File: config.mk
export PLATFORM = sky130hd
export DESIGN_NAME = impulse_scheduler_flat
export DESIGN_NICKNAME = d
export VERILOG_FILES = /design/src/rtl/impulse_scheduler_if.sv /design/src/rtl/impulse_scheduler.sv /design/src/flat_wrapper.sv
export SDC_FILE = /design/constraint.sdc
export NUM_CORES = 1
export LEC_CHECK = 0
export ABC_AREA = 1
export CAP_MARGIN = 20
export CELL_PAD_IN_SITES_DETAIL_PLACEMENT = 2
export CELL_PAD_IN_SITES_GLOBAL_PLACEMENT = 2
export CORE_MARGIN = 3
export CORE_UTILIZATION = 25
export CTS_BUF_LIST = sky130_fd_sc_hd__clkbuf_4 sky130_fd_sc_hd__clkbuf_8 sky130_fd_sc_hd__clkbuf_16
export DETAILED_ROUTE_END_ITERATION = 10
export PLACE_DENSITY_LB_ADDON = 0.1
export SYNTH_ARGS = -nofsm -noshare
export SYNTH_HDL_FRONTEND = slang
export SYNTH_SLANG_ARGS = --single-unit
File: constraint.sdc
create_clock -name clk -period 16.5 [get_ports clk]
set_clock_uncertainty 0.1 [all_clocks]
set_input_delay 1.65 -clock clk [delete_from_list [all_inputs] [get_ports clk]]
set_output_delay 1.65 -clock clk [all_outputs]
set_load 0.02 [all_outputs]
File: src/rtl/impulse_scheduler_if.sv
// Purpose: groups the scheduler's time, configuration, control and pulse outputs into one bundle.
// Latency: none (wiring only); timing is owned by impulse_scheduler.
// Backpressure: none; cfg_wr and stop are fire-and-forget strobes.
interface impulse_scheduler_if;
    logic [63:0] sys_time;
    logic        cfg_wr;
    logic [63:0] cfg_time_start;
    logic [15:0] cfg_n_impulse;
    logic [7:0]  cfg_type;
    logic [31:0] cfg_ti;
    logic [31:0] cfg_tp;
    logic [31:0] cfg_tblank1;
    logic [31:0] cfg_tblank2;
    logic        stop;
    logic        imp_out;
    logic        imp_strobe;
    logic        blank;
    logic [7:0]  imp_type;
    logic [15:0] imp_cnt;
    logic        busy;
    logic        done;
    logic        cfg_err;
    logic        late_err;

    // Controller side: drives time and configuration, observes pulses.
    modport master (
        output sys_time, cfg_wr, cfg_time_start, cfg_n_impulse, cfg_type,
               cfg_ti, cfg_tp, cfg_tblank1, cfg_tblank2, stop,
        input  imp_out, imp_strobe, blank, imp_type, imp_cnt, busy, done,
               cfg_err, late_err
    );

    // Scheduler side.
    modport slave (
        input  sys_time, cfg_wr, cfg_time_start, cfg_n_impulse, cfg_type,
               cfg_ti, cfg_tp, cfg_tblank1, cfg_tblank2, stop,
        output imp_out, imp_strobe, blank, imp_type, imp_cnt, busy, done,
               cfg_err, late_err
    );
endinterface

File: src/rtl/impulse_scheduler.sv
// Purpose: time-triggered burst generator with pulse, strobe and receiver-blanking outputs.
// Latency: 1 clk from sampled sys_time == start to first imp_out; all outputs registered.
// Backpressure: none; a valid cfg_wr always re-arms, stop always returns to IDLE.
module impulse_scheduler (
    input  logic               clk,
    input  logic               rst_n,
    impulse_scheduler_if.slave bus
);
    typedef enum logic [1:0] {ST_IDLE, ST_ARMED, ST_RUN} state_t;

    state_t      state_q, state_d;
    logic [31:0] ph_q, ph_d;
    logic [15:0] cnt_q, cnt_d;

    // Shadow copy of the configuration; the FSM never looks at cfg_* directly.
    logic [63:0] ts_q, ts_d;
    logic [15:0] n_q, n_d;
    logic [7:0]  sh_type_q, sh_type_d;
    logic [31:0] ti_q, ti_d, tp_q, tp_d, tb1_q, tb1_d, tb2_q, tb2_d;

    logic        imp_out_q, imp_out_d, strobe_q, strobe_d, blank_q, blank_d;
    logic        busy_q, busy_d, done_q, done_d, cfg_err_q, cfg_err_d;
    logic        late_err_q, late_err_d;
    logic [7:0]  type_q, type_d;

    // Phase arithmetic is one bit wider so ti+tblank2 cannot wrap.
    logic [32:0] post_end;    // first phase after the post-pulse blank
    logic [32:0] tail_end;    // last phase of the final pulse's post blank
    logic [31:0] pre_start;   // first phase of the pre-pulse blank, floored at 0
    logic        cfg_ok;

    assign post_end  = {1'b0, ti_q} + {1'b0, tb2_q};
    assign tail_end  = post_end - 33'd1;
    assign pre_start = (tp_q > tb1_q) ? (tp_q - tb1_q) : 32'd0;
    assign cfg_ok    = (bus.cfg_n_impulse != 16'd0) && (bus.cfg_ti != 32'd0) &&
                       (bus.cfg_tp > bus.cfg_ti);

    // Next-state and next-output logic; priority is valid cfg, rejected cfg, stop, then FSM.
    always_comb begin
        state_d    = state_q;
        ph_d       = ph_q;
        cnt_d      = cnt_q;
        ts_d       = ts_q;
        n_d        = n_q;
        sh_type_d  = sh_type_q;
        ti_d       = ti_q;
        tp_d       = tp_q;
        tb1_d      = tb1_q;
        tb2_d      = tb2_q;
        imp_out_d  = 1'b0;
        strobe_d   = 1'b0;
        blank_d    = 1'b0;
        done_d     = 1'b0;
        cfg_err_d  = 1'b0;
        late_err_d = 1'b0;

        if (bus.cfg_wr && cfg_ok) begin
            ts_d      = bus.cfg_time_start;
            n_d       = bus.cfg_n_impulse;
            sh_type_d = bus.cfg_type;
            ti_d      = bus.cfg_ti;
            tp_d      = bus.cfg_tp;
            tb1_d     = bus.cfg_tblank1;
            tb2_d     = bus.cfg_tblank2;
            ph_d      = 32'd0;
            // The first armed cycle would see sys_time+1, so a start at or
            // before now is already missed; report it without ever going busy.
            if (bus.cfg_time_start <= bus.sys_time) begin
                late_err_d = 1'b1;
                state_d    = ST_IDLE;
            end else begin
                state_d = ST_ARMED;
                cnt_d   = 16'd0;
            end
        end else if (bus.cfg_wr) begin
            cfg_err_d = 1'b1;
            state_d   = ST_IDLE;
            ph_d      = 32'd0;
        end else if (bus.stop) begin
            state_d = ST_IDLE;
            ph_d    = 32'd0;
        end else begin
            case (state_q)
                ST_ARMED: begin
                    if (bus.sys_time > ts_q) begin
                        late_err_d = 1'b1;
                        state_d    = ST_IDLE;
                    end else if (bus.sys_time == ts_q) begin
                        state_d = ST_RUN;
                        ph_d    = 32'd0;
                        cnt_d   = 16'd1;
                    end else begin
                        blank_d = (ts_q - bus.sys_time) <= {32'd0, tb1_q};
                    end
                end
                ST_RUN: begin
                    if ((cnt_q == n_q) &&
                        ((ph_q == tp_q - 32'd1) || ({1'b0, ph_q} == tail_end))) begin
                        state_d = ST_IDLE;
                        ph_d    = 32'd0;
                        done_d  = 1'b1;
                    end else if (ph_q == tp_q - 32'd1) begin
                        ph_d  = 32'd0;
                        cnt_d = cnt_q + 16'd1;
                    end else begin
                        ph_d = ph_q + 32'd1;
                    end
                end
                default: ;
            endcase
        end

        // RUN outputs follow the phase that will be current next cycle.
        if (state_d == ST_RUN) begin
            imp_out_d = ph_d < ti_q;
            strobe_d  = ph_d == 32'd0;
            blank_d   = ({1'b0, ph_d} < post_end) || ((ph_d >= pre_start) && (cnt_d < n_q));
        end
        busy_d = state_d != ST_IDLE;
        type_d = busy_d ? sh_type_d : 8'd0;
    end

    // State, shadow and output registers; reset clears pulse and blank immediately.
    always_ff @(posedge clk or negedge rst_n) begin
        if (!rst_n) begin
            state_q    <= ST_IDLE;
            ph_q       <= 32'd0;
            cnt_q      <= 16'd0;
            ts_q       <= 64'd0;
            n_q        <= 16'd0;
            sh_type_q  <= 8'd0;
            ti_q       <= 32'd0;
            tp_q       <= 32'd0;
            tb1_q      <= 32'd0;
            tb2_q      <= 32'd0;
            imp_out_q  <= 1'b0;
            strobe_q   <= 1'b0;
            blank_q    <= 1'b0;
            busy_q     <= 1'b0;
            done_q     <= 1'b0;
            cfg_err_q  <= 1'b0;
            late_err_q <= 1'b0;
            type_q     <= 8'd0;
        end else begin
            state_q    <= state_d;
            ph_q       <= ph_d;
            cnt_q      <= cnt_d;
            ts_q       <= ts_d;
            n_q        <= n_d;
            sh_type_q  <= sh_type_d;
            ti_q       <= ti_d;
            tp_q       <= tp_d;
            tb1_q      <= tb1_d;
            tb2_q      <= tb2_d;
            imp_out_q  <= imp_out_d;
            strobe_q   <= strobe_d;
            blank_q    <= blank_d;
            busy_q     <= busy_d;
            done_q     <= done_d;
            cfg_err_q  <= cfg_err_d;
            late_err_q <= late_err_d;
            type_q     <= type_d;
        end
    end

    assign bus.imp_out    = imp_out_q;
    assign bus.imp_strobe = strobe_q;
    assign bus.blank      = blank_q;
    assign bus.imp_type   = type_q;
    assign bus.imp_cnt    = cnt_q;
    assign bus.busy       = busy_q;
    assign bus.done       = done_q;
    assign bus.cfg_err    = cfg_err_q;
    assign bus.late_err   = late_err_q;
endmodule

File: src/flat_wrapper.sv
// flat-port wrapper written by rule: the top's interface ports become plain ports
module impulse_scheduler_flat 
  (clk, rst_n, bus_sys_time, bus_cfg_wr, bus_cfg_time_start, bus_cfg_n_impulse, bus_cfg_type, bus_cfg_ti, bus_cfg_tp, bus_cfg_tblank1, bus_cfg_tblank2, bus_stop, bus_imp_out, bus_imp_strobe, bus_blank, bus_imp_type, bus_imp_cnt, bus_busy, bus_done, bus_cfg_err, bus_late_err);
  impulse_scheduler_if bus_i ();
  input  logic clk;
  input  logic rst_n;
  input wire logic [$bits(bus_i.sys_time)-1:0] bus_sys_time;
  input wire logic [$bits(bus_i.cfg_wr)-1:0] bus_cfg_wr;
  input wire logic [$bits(bus_i.cfg_time_start)-1:0] bus_cfg_time_start;
  input wire logic [$bits(bus_i.cfg_n_impulse)-1:0] bus_cfg_n_impulse;
  input wire logic [$bits(bus_i.cfg_type)-1:0] bus_cfg_type;
  input wire logic [$bits(bus_i.cfg_ti)-1:0] bus_cfg_ti;
  input wire logic [$bits(bus_i.cfg_tp)-1:0] bus_cfg_tp;
  input wire logic [$bits(bus_i.cfg_tblank1)-1:0] bus_cfg_tblank1;
  input wire logic [$bits(bus_i.cfg_tblank2)-1:0] bus_cfg_tblank2;
  input wire logic [$bits(bus_i.stop)-1:0] bus_stop;
  output wire logic [$bits(bus_i.imp_out)-1:0] bus_imp_out;
  output wire logic [$bits(bus_i.imp_strobe)-1:0] bus_imp_strobe;
  output wire logic [$bits(bus_i.blank)-1:0] bus_blank;
  output wire logic [$bits(bus_i.imp_type)-1:0] bus_imp_type;
  output wire logic [$bits(bus_i.imp_cnt)-1:0] bus_imp_cnt;
  output wire logic [$bits(bus_i.busy)-1:0] bus_busy;
  output wire logic [$bits(bus_i.done)-1:0] bus_done;
  output wire logic [$bits(bus_i.cfg_err)-1:0] bus_cfg_err;
  output wire logic [$bits(bus_i.late_err)-1:0] bus_late_err;
  assign bus_i.sys_time = bus_sys_time;
  assign bus_i.cfg_wr = bus_cfg_wr;
  assign bus_i.cfg_time_start = bus_cfg_time_start;
  assign bus_i.cfg_n_impulse = bus_cfg_n_impulse;
  assign bus_i.cfg_type = bus_cfg_type;
  assign bus_i.cfg_ti = bus_cfg_ti;
  assign bus_i.cfg_tp = bus_cfg_tp;
  assign bus_i.cfg_tblank1 = bus_cfg_tblank1;
  assign bus_i.cfg_tblank2 = bus_cfg_tblank2;
  assign bus_i.stop = bus_stop;
  assign bus_imp_out = bus_i.imp_out;
  assign bus_imp_strobe = bus_i.imp_strobe;
  assign bus_blank = bus_i.blank;
  assign bus_imp_type = bus_i.imp_type;
  assign bus_imp_cnt = bus_i.imp_cnt;
  assign bus_busy = bus_i.busy;
  assign bus_done = bus_i.done;
  assign bus_cfg_err = bus_i.cfg_err;
  assign bus_late_err = bus_i.late_err;
  impulse_scheduler u_core (.clk(clk), .rst_n(rst_n), .bus(bus_i));
endmodule
* Word level (Yosys, flattened, before mapping)
Cells that the tools add are included.
** Cells by class
- Muxes and demuxes :: 50
- Reductions and logical operators :: 11
- Add/sub/neg operators :: 7
- Equality and inequality tests :: 7
- $lt $le $gt $ge :: 9
** Operator list (count)
- 32-bit two-way mux :: 8
- 16-bit two-way mux :: 8
- 64-bit equality test :: 1
- 32-bit greater-than comparator :: 2
- 64-bit greater-than comparator :: 1
- 64-bit by 32-bit <= comparator with 1-bit output :: 1
- 64-bit <= comparator :: 1
- 32-bit case mux with 2 select lines :: 1
- 64-bit subtractor :: 1
- 32-bit by 32-bit adder with 33-bit output :: 1
- 32-bit by 33-bit equality test with 1-bit output :: 1
- 32-bit by 33-bit less-than comparator with 1-bit output :: 1
- 33-bit by 1-bit subtractor with 33-bit output, second input constant :: 1
- 32-bit by 1-bit adder with 32-bit output, second input constant :: 1
- 32-bit equality test :: 1
- 32-bit >= comparator :: 1
- 32-bit logical NOT :: 1
- 32-bit less-than comparator :: 1
- 16-bit case mux with 2 select lines :: 1
- 32-bit nonzero test :: 1
- 32-bit by 1-bit subtractor with 32-bit output, second input constant :: 1
- 32-bit subtractor :: 1
- 1-bit two-way mux :: 23
- 16-bit by 1-bit adder with 16-bit output, second input constant :: 1
- other kinds (11) :: 23
** Storage, ports and cells
- Register bits after elaboration :: 281
- Output and inout port bits :: 31
- Word-level logic and storage cells :: 102

* Depth between registers and ports, before layout
Gate-level depths: netlist of run 1.
- Depth after elaboration :: 14
- Mapped depth :: 53
- Gate-level depth less buffers :: 52

* Worst setup path before layout of run 1
No wires, ideal clock.
- Kind :: input port to flip-flop
- From :: in bus_sys_time[0]
- To :: reg u_core.blank_q (netlist: u_core.bus.blank)
- Arrival :: 6.197 ns
- Library setup time :: 0.118 ns
- Stages :: 42
- Required time :: 16.282 ns
- Setup slack :: 10.085 ns
- Cell sequence :: ha_1 -> inv_1 -> fa_1 -> nand2_1 -> inv_1 -> nand2_1 -> nand2_1 -> nand2_1 -> o211ai_1 -> nand2_1 -> nand2_1 -> nand2_1 -> nand2_1 -> a21boi_0 -> o21ai_1 -> inv_1 -> o21ai_1 -> nand2_1 -> (+6 left out) -> ha_1 -> a21o_1 -> a31oi_1 -> o2111ai_1 -> a21oi_1 -> nor2_1 -> a211oi_1 -> o2111ai_1 -> nand4_1 -> o211ai_1 -> nand2_1 -> o2111ai_1 -> nand2_1 -> inv_1 -> nand2_1 -> nand2_1 -> nand2_1 -> nand2_1
** On the way
- Word-level cells in the longest chain between the ends :: 11
- Elaborated cells between the ends (all ways) :: 38
** RTL lines
- start: declaration :: RTL line flat_wrapper.sv:7 : input wire logic [$bits(bus_i.sys_time)-1:0] bus_sys_time;
- parallel branches: the longest is 2 deep, another holds 64-bit greater-than comparator
- 32-bit two-way mux (*) :: RTL line impulse_scheduler.sv:85 : if (bus.sys_time > ts_q) begin
- 32-bit case mux with 2 select lines (*) :: RTL line impulse_scheduler.sv:83 : case (state_q)
- 32-bit two-way mux (*) :: RTL line impulse_scheduler.sv:79 : end else if (bus.stop) begin
- 32-bit two-way mux (*) :: RTL line impulse_scheduler.sv:75 : end else if (bus.cfg_wr) begin
- 32-bit two-way mux (*) :: RTL line impulse_scheduler.sv:57 : if (bus.cfg_wr && cfg_ok) begin
- via u_core.ph_d[3] :: RTL line impulse_scheduler.sv:12 : logic [31:0] ph_q, ph_d;
- 32-bit >= comparator :: RTL line impulse_scheduler.sv:117 : blank_d = ({1'b0, ph_d} < post_end) || ((ph_d >= pre_start) && (cnt_d < n_q));
- 1-bit logical AND :: RTL line impulse_scheduler.sv:117
- 1-bit logical OR (*) :: RTL line impulse_scheduler.sv:117
- 1-bit two-way mux (*) :: RTL line impulse_scheduler.sv:114 : if (state_d == ST_RUN) begin
- via u_core.blank_d :: RTL line impulse_scheduler.sv:21 : logic imp_out_q, imp_out_d, strobe_q, strobe_d, blank_q, blank_d;
- end signal: assignment :: RTL line impulse_scheduler.sv:157 : blank_q <= blank_d;
- end: declaration :: RTL line impulse_scheduler.sv:21
Mark *: on every way through the listed nets, which the timed path passes.
A chain may end at the register's enable or synchronous reset.

* Worst setup path in the final report of run 1
Same ends and word-level chain as after synthesis.

==> results of run 1 <==
==> critical path: cells and delay by family <==
family | cells | cell delay, ns
fa+ha+maj | 3 | 0.74
compound gates | 14 | 2.93
simple gates | 18 | 2.08
buf+inv | 8 | 1.48
==> logic make-up after synthesis <==
kind of cell	share of synthesized area
flip-flops	0.238
buffers and inverters	0.0974
adder cells (fa/ha/maj)	0.159
XOR/XNOR	0.0481
AO/OA/AOI/OAI	0.138
AND/OR/NAND/NOR	0.319
==> flip-flops by register name, summed over array words and instances, names as in the netlist <==
| signal | count |
|---|---|
| u_core.bus.busy | 1 |
| u_core.n_q | 16 |
| u_core.bus.imp_cnt | 16 |
| u_core.ph_q | 32 |
| u_core.tb1_q | 32 |
| u_core.ti_q | 32 |
| u_core.bus.imp_out | 1 |
| u_core.sh_type_q | 8 |
| u_core.bus.done | 1 |
| u_core.bus.cfg_err | 1 |
| u_core.tp_q | 32 |
| u_core.bus.imp_strobe | 1 |
| u_core.tb2_q | 32 |
| u_core.state_q | 2 |
| u_core.bus.late_err | 1 |
| u_core.bus.imp_type | 8 |
| u_core.bus.blank | 1 |
| u_core.ts_q | 64 |
==> Yosys cell counts, drive strengths merged (2+ instances only) <==
cell / instances
a211oi: 28
nor4: 36
o2111ai: 9
o221a: 5
a221oi: 5
o31ai: 13
nor3b: 4
xnor2: 50
a2111oi: 4
xor2: 112
o211ai: 15
or4: 3
inv: 663
nand4: 83
nor3: 60
nor2: 367
o21ai: 221
o22ai: 12
a31oi: 43
a21oi: 294
a21o: 15
nand2: 1378
clkbuf: 78
and2: 2
buf: 13
nand3: 248
nand3b: 8
fa: 3
dfrtp: 281
o21a: 11
ha: 371
clkinv: 5
nor4b: 2
o21bai: 9
or2: 21
a21boi: 8
o311ai: 4
o221ai: 14
==> per-layer routing <==
metal  GRT usage  share of wire  wire length, um
met2       0.405           0.50            68500
met1       0.284           0.45            62200
met4      0.0537          0.024             3260
met3      0.0184          0.023             3180
met5           0              0                0
==> power by group through the flow <==
stage	sequential [mW]	clock, mW	combinational, mW
3_3_place_gp	1.02	0	2.54
6_report	1.01	0.941	2.59
2_1_floorplan	0.943	0	1.72
5_1_grt	1.03	1.00	2.97
4_1_cts	1.01	0.984	2.63
3_5_place_dp	1.02	0	2.61
==> worst max path at each step <==
stage	endpoint	cells after the start	from	slack, ns
detailed placement	u_core.bus.blank$_DFF_PN0_	43	bus_sys_time[0]	7.42
floorplan	u_core.bus.blank$_DFF_PN0_	42	bus_sys_time[0]	10.08
CTS	u_core.bus.blank$_DFF_PN0_	23	bus_cfg_tp[27]	8.06
global route	u_core.bus.blank$_DFF_PN0_	43	bus_sys_time[0]	7.32
finish	u_core.bus.blank$_DFF_PN0_	43	bus_sys_time[0]	7.98
global placement	u_core.bus.blank$_DFF_PN0_	21	bus_cfg_tp[27]	7.52
==> cell type report <==
type / instances / area, um^2 / share of cell area
Inverter: 668 / 2520 / 0.0703
Antenna cell: 4 / 10.0 / 0.000279
Clock buffer: 61 / 1230 / 0.0344
Sequential cell: 281 / 7030 / 0.196
Tap cell: 1524 / 1910 / 0.0532
Clock inverter: 14 / 195 / 0.00545
Timing Repair Buffer: 333 / 3290 / 0.0919
Multi-Input combinational cell: 3463 / 19600 / 0.548
==> per-stage QoR <==
stage	power [mW]	setup slack [ns]	instance area (um^2)	hold slack (ns)	instances
floorplan	2.66	10.08	29500	0.344	4503
global placement	3.56	7.52	34400	0.357	6269
detailed placement	3.64	7.42	34400	0.365	6269
CTS	4.63	8.06	35800	0.381	6344
global route	5.00	7.32	35800	0.404	6346
finish	4.54	7.98	35800	0.377	6348
==> results.tsv, run 1 <==
stage	metric	value	unit
cts	tritoncts.num_buffers	42	
route	drt-total-wl	137000	um
worst_setup_path	data_required_time_at_the_worst_endpoint	16.90	ns
hold_path	min_delay_worst_endpoint	u_core.sh_type_q[4]$_DFF_PN0_	
global_route	grt_util_all_layers	0.223	
logic_synthesis	mappedNetlistArea	29500	um^2
route	detail-route-antenna-nets	0	
hold_path	worstHoldStart	u_core.sh_type_q[4]$_DFF_PN0_	
global_route	antenna_violations_before_repair	4	
logic_synthesis	synth.avg_cell_area	6.55	um^2
final_layout	layout.cells.most_common_list	1345 x sky130_fd_sc_hd__nand2_1, 647 x sky130_fd_sc_hd__inv_1, 370 x sky130_fd_sc_hd__ha_1, 337 x sky130_fd_sc_hd__nor2_1, 313 x sky130_fd_sc_hd__clkdlybuf4s50_1	
worst_setup_path	crit-reg2reg-capture	u_core.bus.blank$_DFF_PN0_	
pwr	power_report.internal_total	2.26	mW
pwr	switching_share	0.501	
placed_design	portBuffers	314	
cts	clock_path_buffers	3	
pwr	max-vdd-ir-drop	0.0665	mV
logic_synthesis	sequential_to_total_area_share_from_yosys_stat	0.238	
worst_setup_path	timing.critical_path.fanout_max	32	
route	drt-pass1-iter-count	5	
hold_path	cell_depth_of_the_worst_hold_path	2	
job	cap_violations	0	
pwr	power.share.sequential	0.222	
sta	layout_min_cycle_time	8.52	ns
floorplan	initial_core_util	0.253	
logic_synthesis	yosysTopAreaCellShare	0.238	
cts	cells_resized_by_post_cts_repair	0	
sta	timing.final.hold_violations	0	
worst_setup_path	startpoint_type	input pin	
logic_synthesis	synth.largest_area_cell	sky130_fd_sc_hd__dfrtp_1	
pwr	share_comb_of_total_power	0.571	
floorplan	die_w	350	um
cts	cts-hold-fix-buffers	0	
logic_synthesis	syn_nets	5161	
final_layout	final_core_util	0.307	
cts	tritoncts	done	
logic_synthesis	synth_enable_flop_cells	0	
placed_design	detailedPlacementHpwl	117000	um
pwr	power.static_leakage	18.0	nW
worst_setup_path	crit_path_max_incr_delay	0.63	ns
sta	slew_headroom	0.200	
sta	rsz0062_at_grt	false	
sta	highest_attainable_clock_frequency	0.117	GHz
cts	postCtsSetupBuffers	0	
global_route	first_global_vias	33768	
pwr	total_switching_power	2.28	mW
sta	timing_worst_slew_pin_value	1.19	ns
pwr	power_share_of_the_clock_group	0.207	
sta	timing.setup.tns	0	ns
logic_synthesis	synth_top_cells_by_area	sky130_fd_sc_hd__dfrtp_1 24%, sky130_fd_sc_hd__nand2_1 17%, sky130_fd_sc_hd__ha_1 16%	
outcome	outcome	finished clean	
route	post-route-drc-count	0	
floorplan	floorplan.io_pins	315	
route	vias	30952	
global_route	grt_pass1_wl	208000	um
route	via_per_inst	4.88	
global_route	globalRoute.totalOverflow	0	
worst_setup_path	endpoint_kind	flip-flop	
pwr	power.density_cell_area	127	nW/um^2
final_layout	area_growth_syn_to_layout	21.4	%
route	detailedRoute.firstIterationViolations	1357	
logic_synthesis	synth_async_sr_flop_share	1.00	
worst_setup_path	reg_to_reg_start	u_core.tp_q[0]$_DFFE_PN0P_	
route	drt-wirelength-per-cell	21.6	um
logic_synthesis	synthCells	4503	
logic_synthesis	synth_ff_type	sky130_fd_sc_hd__dfrtp_1	
worst_setup_path	worst-endpoint-arrival	8.92	ns
final_layout	layout.cells.most_common	sky130_fd_sc_hd__nand2_1	
cts	clk-insertion-delay-late	0.64	ns
floorplan	floorplan.rows	125	
placed_design	gp_congestion	0.857	
logic_synthesis	synth_warnings	0	
floorplan	die_height	350	um
logic_synthesis	synth.ff_latch_count	281	
worst_setup_path	worst-setup-path-type	input pin to flip-flop	
floorplan	placeableCoreArea	117000	um^2
cts	cts_htree_levels	2	
logic_synthesis	unique_cell_type_count_in_the_yosys_netlist	59	
final_layout	final_net_count	5447	
floorplan	dieArea	122000	um^2
cts	ctsRootBufferMaster	sky130_fd_sc_hd__clkbuf_16	
worst_setup_path	timing.critical_path.slowest_stage_cell	sky130_fd_sc_hd__nand2_1	
final_layout	layout-drive-gt1-share	0.0463	
sta	finish_stage_setup_viols	0	
worst_setup_path	critical_path.most_common_cell	sky130_fd_sc_hd__nand2_1	
global_route	grt_max_degree	93	
sta	slew_violations	0	
sta	final.period_utilization	0.516	
worst_setup_path	timing.reg2reg.worst_path_depth	39	
cts	clock_sink_count	281	
cts	path_clk_slew	0.06	ns
worst_setup_path	r2r_setup_slack	8.99	ns
final_layout	layout.filler_cells	14073	
hold_path	class_of_the_tightest_hold_or_removal_check	flip-flop to flip-flop	
No activity file was read; power rests on OpenSTA's default activity.
==> run 2: changes to the inputs <==
clock period = 7.8 ns   (was 16.5 ns; I/O delays follow)
==> run 2 against run 1 <==
  * Via count rose by 0.82%
  * Non-clock buffer count rose by 16
  * Critical path depth rose by 4
  * Die area did not move
  * Final cell count rose by 0.24%
  * Count of clock-buffer cells in the layout rose by 2
  * Sequential power rose by 110%
  * Combinational power rose by 110%
  * Design area rose by 0.49%
==> results.tsv, run 2 (synthesized netlist as in run 1, its figures left out) <==
stage	metric	value	unit	change
cts	cells_resized_by_post_cts_repair	0		unchanged
floorplan	initial_core_util	0.253		unchanged
worst_setup_path	timing.critical_path.slowest_stage_cell	sky130_fd_sc_hd__dfrtp_1		
cts	postCtsSetupBuffers	0		unchanged
sta	highest_attainable_clock_frequency	0.143	GHz	
floorplan	die_w	350	um	unchanged
worst_setup_path	worst-endpoint-arrival	7.39	ns	-1.53 ns
final_layout	layout.cells.most_common_list	1345 x sky130_fd_sc_hd__nand2_1, 647 x sky130_fd_sc_hd__inv_1, 370 x sky130_fd_sc_hd__ha_1, 337 x sky130_fd_sc_hd__nor2_1, 313 x sky130_fd_sc_hd__clkdlybuf4s50_1		
sta	hold_ws	0.138	ns	-0.239 ns
route	drt-wirelength-per-cell	21.8	um	+0.79%
global_route	first_global_vias	33836		+0.20%
floorplan	dieArea	122000	um^2	unchanged
worst_setup_path	crit_start	u_core.tb2_q[0]$_DFFE_PN0P_		
pwr	power_share_of_the_clock_group	0.213		+0.006
sta	slew_headroom	0.279		+0.0784
placed_design	gp_congestion	0.861		+0.51%
route	vias	31207		+0.82%
outcome	outcome	finished clean		
job	cap_violations	0		unchanged
final_layout	layout.filler_cells	14010		-0.45%
sta	finish_stage_setup_viols	0		unchanged
cts	clk-insertion-delay-late	0.62	ns	-0.02 ns
final_layout	final_net_count	5464		+0.31%
sta	timing.final.hold_violations	0		unchanged
sta	rsz0062_at_grt	false		
worst_setup_path	data_required_time_at_the_worst_endpoint	8.21	ns	-8.69 ns
pwr	power_report.internal_total	4.90	mW	+120%
final_layout	area_growth_syn_to_layout	22.0	%	
pwr	total_switching_power	4.79	mW	+110%
cts	clock_sink_count	281		unchanged
placed_design	portBuffers	314		unchanged
cts	cts_htree_levels	2		unchanged
route	detailedRoute.firstIterationViolations	1324		-2.4%
floorplan	die_height	350	um	unchanged
worst_setup_path	timing.critical_path.fanout_max	11		-66%
global_route	antenna_violations_before_repair	7		+3
pwr	power.density_cell_area	269	nW/um^2	+110%
global_route	grt_max_degree	168		+81%
sta	layout_min_cycle_time	6.98	ns	
worst_setup_path	r2r_setup_slack	0.82	ns	-8.17 ns
pwr	max-vdd-ir-drop	0.146	mV	+120%
cts	cts-hold-fix-buffers	0		unchanged
sta	timing_worst_slew_pin_value	1.07	ns	-0.117 ns
global_route	grt_pass1_wl	208000	um	-0.15%
sta	slew_violations	0		unchanged
global_route	globalRoute.totalOverflow	0		unchanged
final_layout	registers.top_by_ff_count	u_core.ts_q		
placed_design	place_inst	6284		+0.24%
floorplan	floorplan.io_pins	315		unchanged
floorplan	floorplan.rows	125		unchanged
route	detail-route-antenna-nets	0		unchanged
final_layout	largest_register_ff_count	64		unchanged
worst_setup_path	crit-reg2reg-capture	u_core.bus.blank$_DFF_PN0_		
pwr	power.share.sequential	0.217		-0.005
hold_path	class_of_the_tightest_hold_or_removal_check	input pin to async pin		
cts	path_clk_slew	0.06	ns	about the same
final_layout	layout.cells.most_common	sky130_fd_sc_hd__nand2_1		
cts	tritoncts	done		
worst_setup_path	reg_to_reg_start	u_core.tb2_q[0]$_DFFE_PN0P_		
floorplan	placeableCoreArea	117000	um^2	unchanged
route	post-route-drc-count	0		unchanged
sta	final.period_utilization	0.895		
cts	tritoncts.num_buffers	43		+2.4%
cts	clock_path_buffers	3		unchanged
route	via_per_inst	4.90		+0.59%
pwr	share_comb_of_total_power	0.569		-0.002
final_layout	layout-drive-gt1-share	0.0494		+0.00315
route	drt-pass1-iter-count	4		-1
worst_setup_path	startpoint_type	flip-flop		
sta	timing.setup.tns	0	ns	unchanged
pwr	switching_share	0.495		-0.00650
cts	ctsRootBufferMaster	sky130_fd_sc_hd__clkbuf_16		
route	drt-total-wl	138000	um	+1.0%
pwr	power.static_leakage	18.1	nW	+0.72%
worst_setup_path	endpoint_kind	flip-flop		
worst_setup_path	critical_path.most_common_cell	sky130_fd_sc_hd__nand2_1		
worst_setup_path	endpoint	u_core.bus.blank$_DFF_PN0_		
placed_design	detailedPlacementHpwl	118000	um	+0.84%
global_route	grt_util_all_layers	0.224		+0.000831
worst_setup_path	timing.reg2reg.worst_path_depth	47		+21%
worst_setup_path	worst-setup-path-type	flip-flop to flip-flop		
worst_setup_path	crit_path_max_incr_delay	0.39	ns	-0.24 ns
final_layout	post_layout_nonfiller_instances	6363		+0.24%
## run 2: changes by cell type in the layout (fill, tap and decap cells not counted), sizes merged
cell and change:
clkinvlp -4, clkbuf +2, clkinv +1, buf +16, bufinv +2, diode -2
## run 2: routing by layer
layer | part of all wire | up-vias | wire [um] | track usage
li1 | - | 15353 | - | -
met1 | 0.45 | 15305 | 63000 | 0.285
met2 | 0.48 | 383 | 66800 | 0.392
met3 | 0.023 | 164 | 3220 | 0.0185
met4 | 0.040 | 2 | 5520 | 0.0824
met5 | 0.000094 | - | 13 | 0
## run 2: how the worst min path moves through the flow
stage	startpoint	to	slack (ns)	cells after the start
2_1_floorplan	u_core.sh_type_q[0]$_DFF_PN0_	u_core.sh_type_q[0]$_DFF_PN0_	0.34	2
3_3_place_gp	u_core.sh_type_q[3]$_DFF_PN0_	u_core.sh_type_q[3]$_DFF_PN0_	0.36	2
3_5_place_dp	u_core.sh_type_q[6]$_DFF_PN0_	u_core.sh_type_q[6]$_DFF_PN0_	0.37	2
4_1_cts	rst_n	u_core.bus.cfg_err$_DFF_PN0_	0.16	1
5_1_grt	rst_n	u_core.bus.imp_cnt[8]$_DFF_PN0_	0.20	1
6_report	rst_n	u_core.n_q[8]$_DFFE_PN0P_	0.14	1
## run 2: power groups by stage
stage	clock (mW)	combinational [mW]	sequential (mW)
global placement	0	5.43	2.13
floorplan	0	3.63	2.00
finish	2.07	5.52	2.10
detailed placement	0	5.56	2.13
CTS	2.15	5.61	2.11
global route	2.19	6.29	2.15
## run 2: stage by stage
step                      area (um^2)  power [mW]  setup WS [ns]  utilization
after floorplan                 29500        5.63           2.25            -
after global placement          34500        7.56          0.443        0.296
after detailed placement        34500        7.70          0.267        0.296
after CTS                       36000        9.86          0.798        0.308
after global routing            36000        10.6          0.117        0.308
final                           36000        9.69          0.819        0.308
## run 2: cell type report
class                      count  area, um^2  area share
sequential                   281        7030       0.195
clock inverter                13         184     0.00511
antenna                        2        5.00    0.000139
tap                         1524        1910      0.0530
timing repair buffer         349        3450      0.0958
clock buffer                  63        1270      0.0353
inverter                     668        2520      0.0700
multi-input combinational   3463       19600       0.545
## run 2: critical path, delay by kind of cell (launching register included)
family          cells  cell delay, ns
fa+ha+maj           3            0.96
compound gates      8            1.18
simple gates       30            3.68
flops               1            0.39
buf+inv             6            0.56
==> run 3: changes to the inputs <==
RECOVER_POWER = 100   (was default)
==> run 3 against run 2 <==
  * Largest power group unchanged
  * Critical endpoint unchanged
  * Utilization shrank 0.075 points
  * First-iteration DRC count shrank 1.7%
  * Count of clock-buffer cells in the layout is the same
  * The run now ends with capacitance limit, slew limit left
  * Sequential share of layout area is essentially flat
  * Global-route usage is the same
  * Worst setup slack lost 0.079 ns
  * Total power shrank 0.19%
==> results.tsv, run 3 (synthesized netlist as in run 1, its figures left out) <==
stage	metric	value	unit	change
route	drt-total-wl	139000	um	about the same
route	post-route-drc-count	0		unchanged
cts	postCtsSetupBuffers	0		unchanged
final_layout	area_growth_syn_to_layout	21.7	%	
outcome	outcome	finished, violations left		
worst_setup_path	timing.critical_path.fanout_max	36		+25
hold_path	class_of_the_tightest_hold_or_removal_check	flip-flop to flip-flop		
floorplan	floorplan.io_pins	315		unchanged
worst_setup_path	worst-setup-path-type	input pin to flip-flop		
global_route	grt_util_all_layers	0.224		unchanged
global_route	grt_max_degree	168		unchanged
sta	rsz0062_at_grt	false		
pwr	max-vdd-ir-drop	0.146	mV	-0.64%
final_layout	largest_register_ff_count	64		unchanged
worst_setup_path	worst_path_dominant_cell_family	compound AO/OA/AOI/OAI gates		
sta	final.period_utilization	0.905		+0.0101
sta	highest_attainable_clock_frequency	0.142	GHz	-1.1%
global_route	antenna_violations_before_repair	7		unchanged
route	via_per_inst	4.90		about the same
cts	cts-hold-fix-buffers	0		unchanged
cts	ctsRootBufferMaster	sky130_fd_sc_hd__clkbuf_16		
sta	slew_violations	405		+405
final_layout	layout.filler_cells	14026		+0.11%
sta	timing.setup.tns	0	ns	unchanged
placed_design	gp_congestion	0.861		unchanged
floorplan	die_height	350	um	unchanged
global_route	globalRoute.totalOverflow	0		unchanged
cts	clk-insertion-delay-late	0.62	ns	about the same
outcome	failing_checks	capacitance limit, slew limit		
final_layout	layout.cells.most_common	sky130_fd_sc_hd__nand2_1		
cts	path_clk_slew	0.06	ns	about the same
route	drt-pass1-iter-count	5		+1
route	detail-route-antenna-nets	0		unchanged
worst_setup_path	data_required_time_at_the_worst_endpoint	8.26	ns	+0.05 ns
cts	cells_resized_by_post_cts_repair	0		unchanged
final_layout	final_net_count	5464		unchanged
cts	clock_sink_count	281		unchanged
job	cap_violations	5		+5
worst_setup_path	critical_path_buf_inv_count	6		unchanged
global_route	grt_pass1_wl	208000	um	unchanged
final_layout	layout-drive-gt1-share	0.0463		-0.00310
floorplan	floorplan.rows	125		unchanged
worst_setup_path	worst-endpoint-arrival	7.52	ns	+0.13 ns
final_layout	layout.cells.most_common_list	1346 x sky130_fd_sc_hd__nand2_1, 648 x sky130_fd_sc_hd__inv_1, 370 x sky130_fd_sc_hd__ha_1, 340 x sky130_fd_sc_hd__nor2_1, 294 x sky130_fd_sc_hd__a21oi_1		
worst_setup_path	critical_path.most_common_cell	sky130_fd_sc_hd__nand2_1		
sta	hold_ws	0.378	ns	+0.240 ns
worst_setup_path	timing.critical_path.slowest_stage_cell	sky130_fd_sc_hd__a21boi_0		
cts	cts_htree_levels	2		unchanged
worst_setup_path	startpoint_type	input pin		
final_layout	registers.top_by_ff_count	u_core.ts_q		
sta	timing_worst_slew_pin_value	6.05	ns	+4.98 ns
route	drt-wirelength-per-cell	21.8	um	about the same
sta	setup_ws	0.740	ns	-0.0789 ns
worst_setup_path	endpoint_kind	flip-flop		
worst_setup_path	crit_path_max_incr_delay	0.67	ns	+0.28 ns
pwr	power.static_leakage	18.1	nW	+0.23%
cts	clock_path_buffers	3		unchanged
pwr	power.density_cell_area	269	nW/um^2	about the same
sta	timing.final.hold_violations	0		unchanged
sta	finish_stage_setup_viols	0		unchanged
sta	layout_min_cycle_time	7.06	ns	+0.0789 ns
placed_design	portBuffers	314		unchanged
route	detailedRoute.firstIterationViolations	1301		-1.7%
cts	tritoncts	done		
floorplan	initial_core_util	0.253		unchanged
global_route	first_global_vias	33836		unchanged
floorplan	placeableCoreArea	117000	um^2	unchanged
placed_design	detailedPlacementHpwl	118000	um	unchanged
placed_design	dp_worst_setup_slack	0.267	ns	unchanged
floorplan	dieArea	122000	um^2	unchanged
cts	tritoncts.num_buffers	43		unchanged
floorplan	die_w	350	um	unchanged
route	vias	31189		-0.058%
sta	slew_headroom	-3.04		-3.31
[run 3: changes by cell type in the layout (fill, tap and decap cells not counted), moves of 2 or more]
cell	previous run	this run
sky130_fd_sc_hd__nand3_1	235	237
sky130_fd_sc_hd__nor2_1	337	340
sky130_fd_sc_hd__clkbuf_2	0	2
sky130_fd_sc_hd__o21ai_0	212	215
sky130_fd_sc_hd__o21ai_1	8	5
sky130_fd_sc_hd__clkbuf_1	0	7
sky130_fd_sc_hd__clkdlybuf4s50_1	313	281
sky130_fd_sc_hd__buf_4	32	24
sky130_fd_sc_hd__dlygate4sd3_1	0	32
sky130_fd_sc_hd__nor2_2	23	21
[run 3: per-stage QoR]
stage	util	cells	total power [mW]	area, um^2
3_5_place_dp	0.296	6284	7.70	34500
5_1_grt	0.308	6361	10.6	35900
4_1_cts	0.308	6360	9.86	36000
2_1_floorplan	-	4503	5.63	29500
6_report	0.308	6363	9.67	35900
3_3_place_gp	0.296	6284	7.56	34500
[run 3: layout make-up]
| type | instances | area, um^2 | area share |
|---|---|---|---|
| clock buffers | 63 | 1270 | 0.0354 |
| clock inverters | 13 | 184 | 0.00512 |
| well taps | 1524 | 1910 | 0.0531 |
| inverters | 668 | 2520 | 0.0701 |
| multi-input cells | 3463 | 19600 | 0.546 |
| diodes | 2 | 5.00 | 0.000139 |
| repair buffers | 349 | 3400 | 0.0946 |
| flip-flops and latches | 281 | 7030 | 0.196 |
[run 3: worst paths after layout]
check | startpoint | to | slack [ns] | cells past startpoint
worst min register to register | u_core.sh_type_q[3]$_DFF_PN0_ | u_core.sh_type_q[3]$_DFF_PN0_ | 0.38 | 2
max in group asynchronous | rst_n | u_core.ti_q[22]$_DFFE_PN0P_ | 1.78 | 2
worst max-delay path | bus_sys_time[0] | u_core.bus.blank$_DFF_PN0_ | 0.74 | 37
worst max register to register | u_core.tb2_q[0]$_DFFE_PN0P_ | u_core.bus.blank$_DFF_PN0_ | 0.77 | 47
min in group asynchronous | rst_n | u_core.bus.imp_cnt[8]$_DFF_PN0_ | 2.35 | 1
worst min-delay path | u_core.sh_type_q[3]$_DFF_PN0_ | u_core.sh_type_q[3]$_DFF_PN0_ | 0.38 | 2
[run 3: worst register-to-register path: cells and delay by family, from the launching register on]
family / cells / cell delay [ns]
AO/OA/AOI/OAI: 8 / 1.18
adder cells (fa/ha/maj): 3 / 0.95
buffers and inverters: 6 / 0.57
flip-flops: 1 / 0.39
AND/OR/NAND/NOR: 30 / 3.75
[run 3: routing by layer]
layer	track usage	part of all wire	wire [um]
met5	0	0.000094	13
met4	0.0824	0.039	5400
met3	0.0185	0.024	3280
met2	0.392	0.48	66900
met1	0.285	0.45	63000
[run 3: power by group]
group          switching, mW  leakage (nW)  internal (mW)
combinational           3.63          13.8           1.88
clock                  0.806         0.733           1.26
sequential             0.354          3.55           1.75
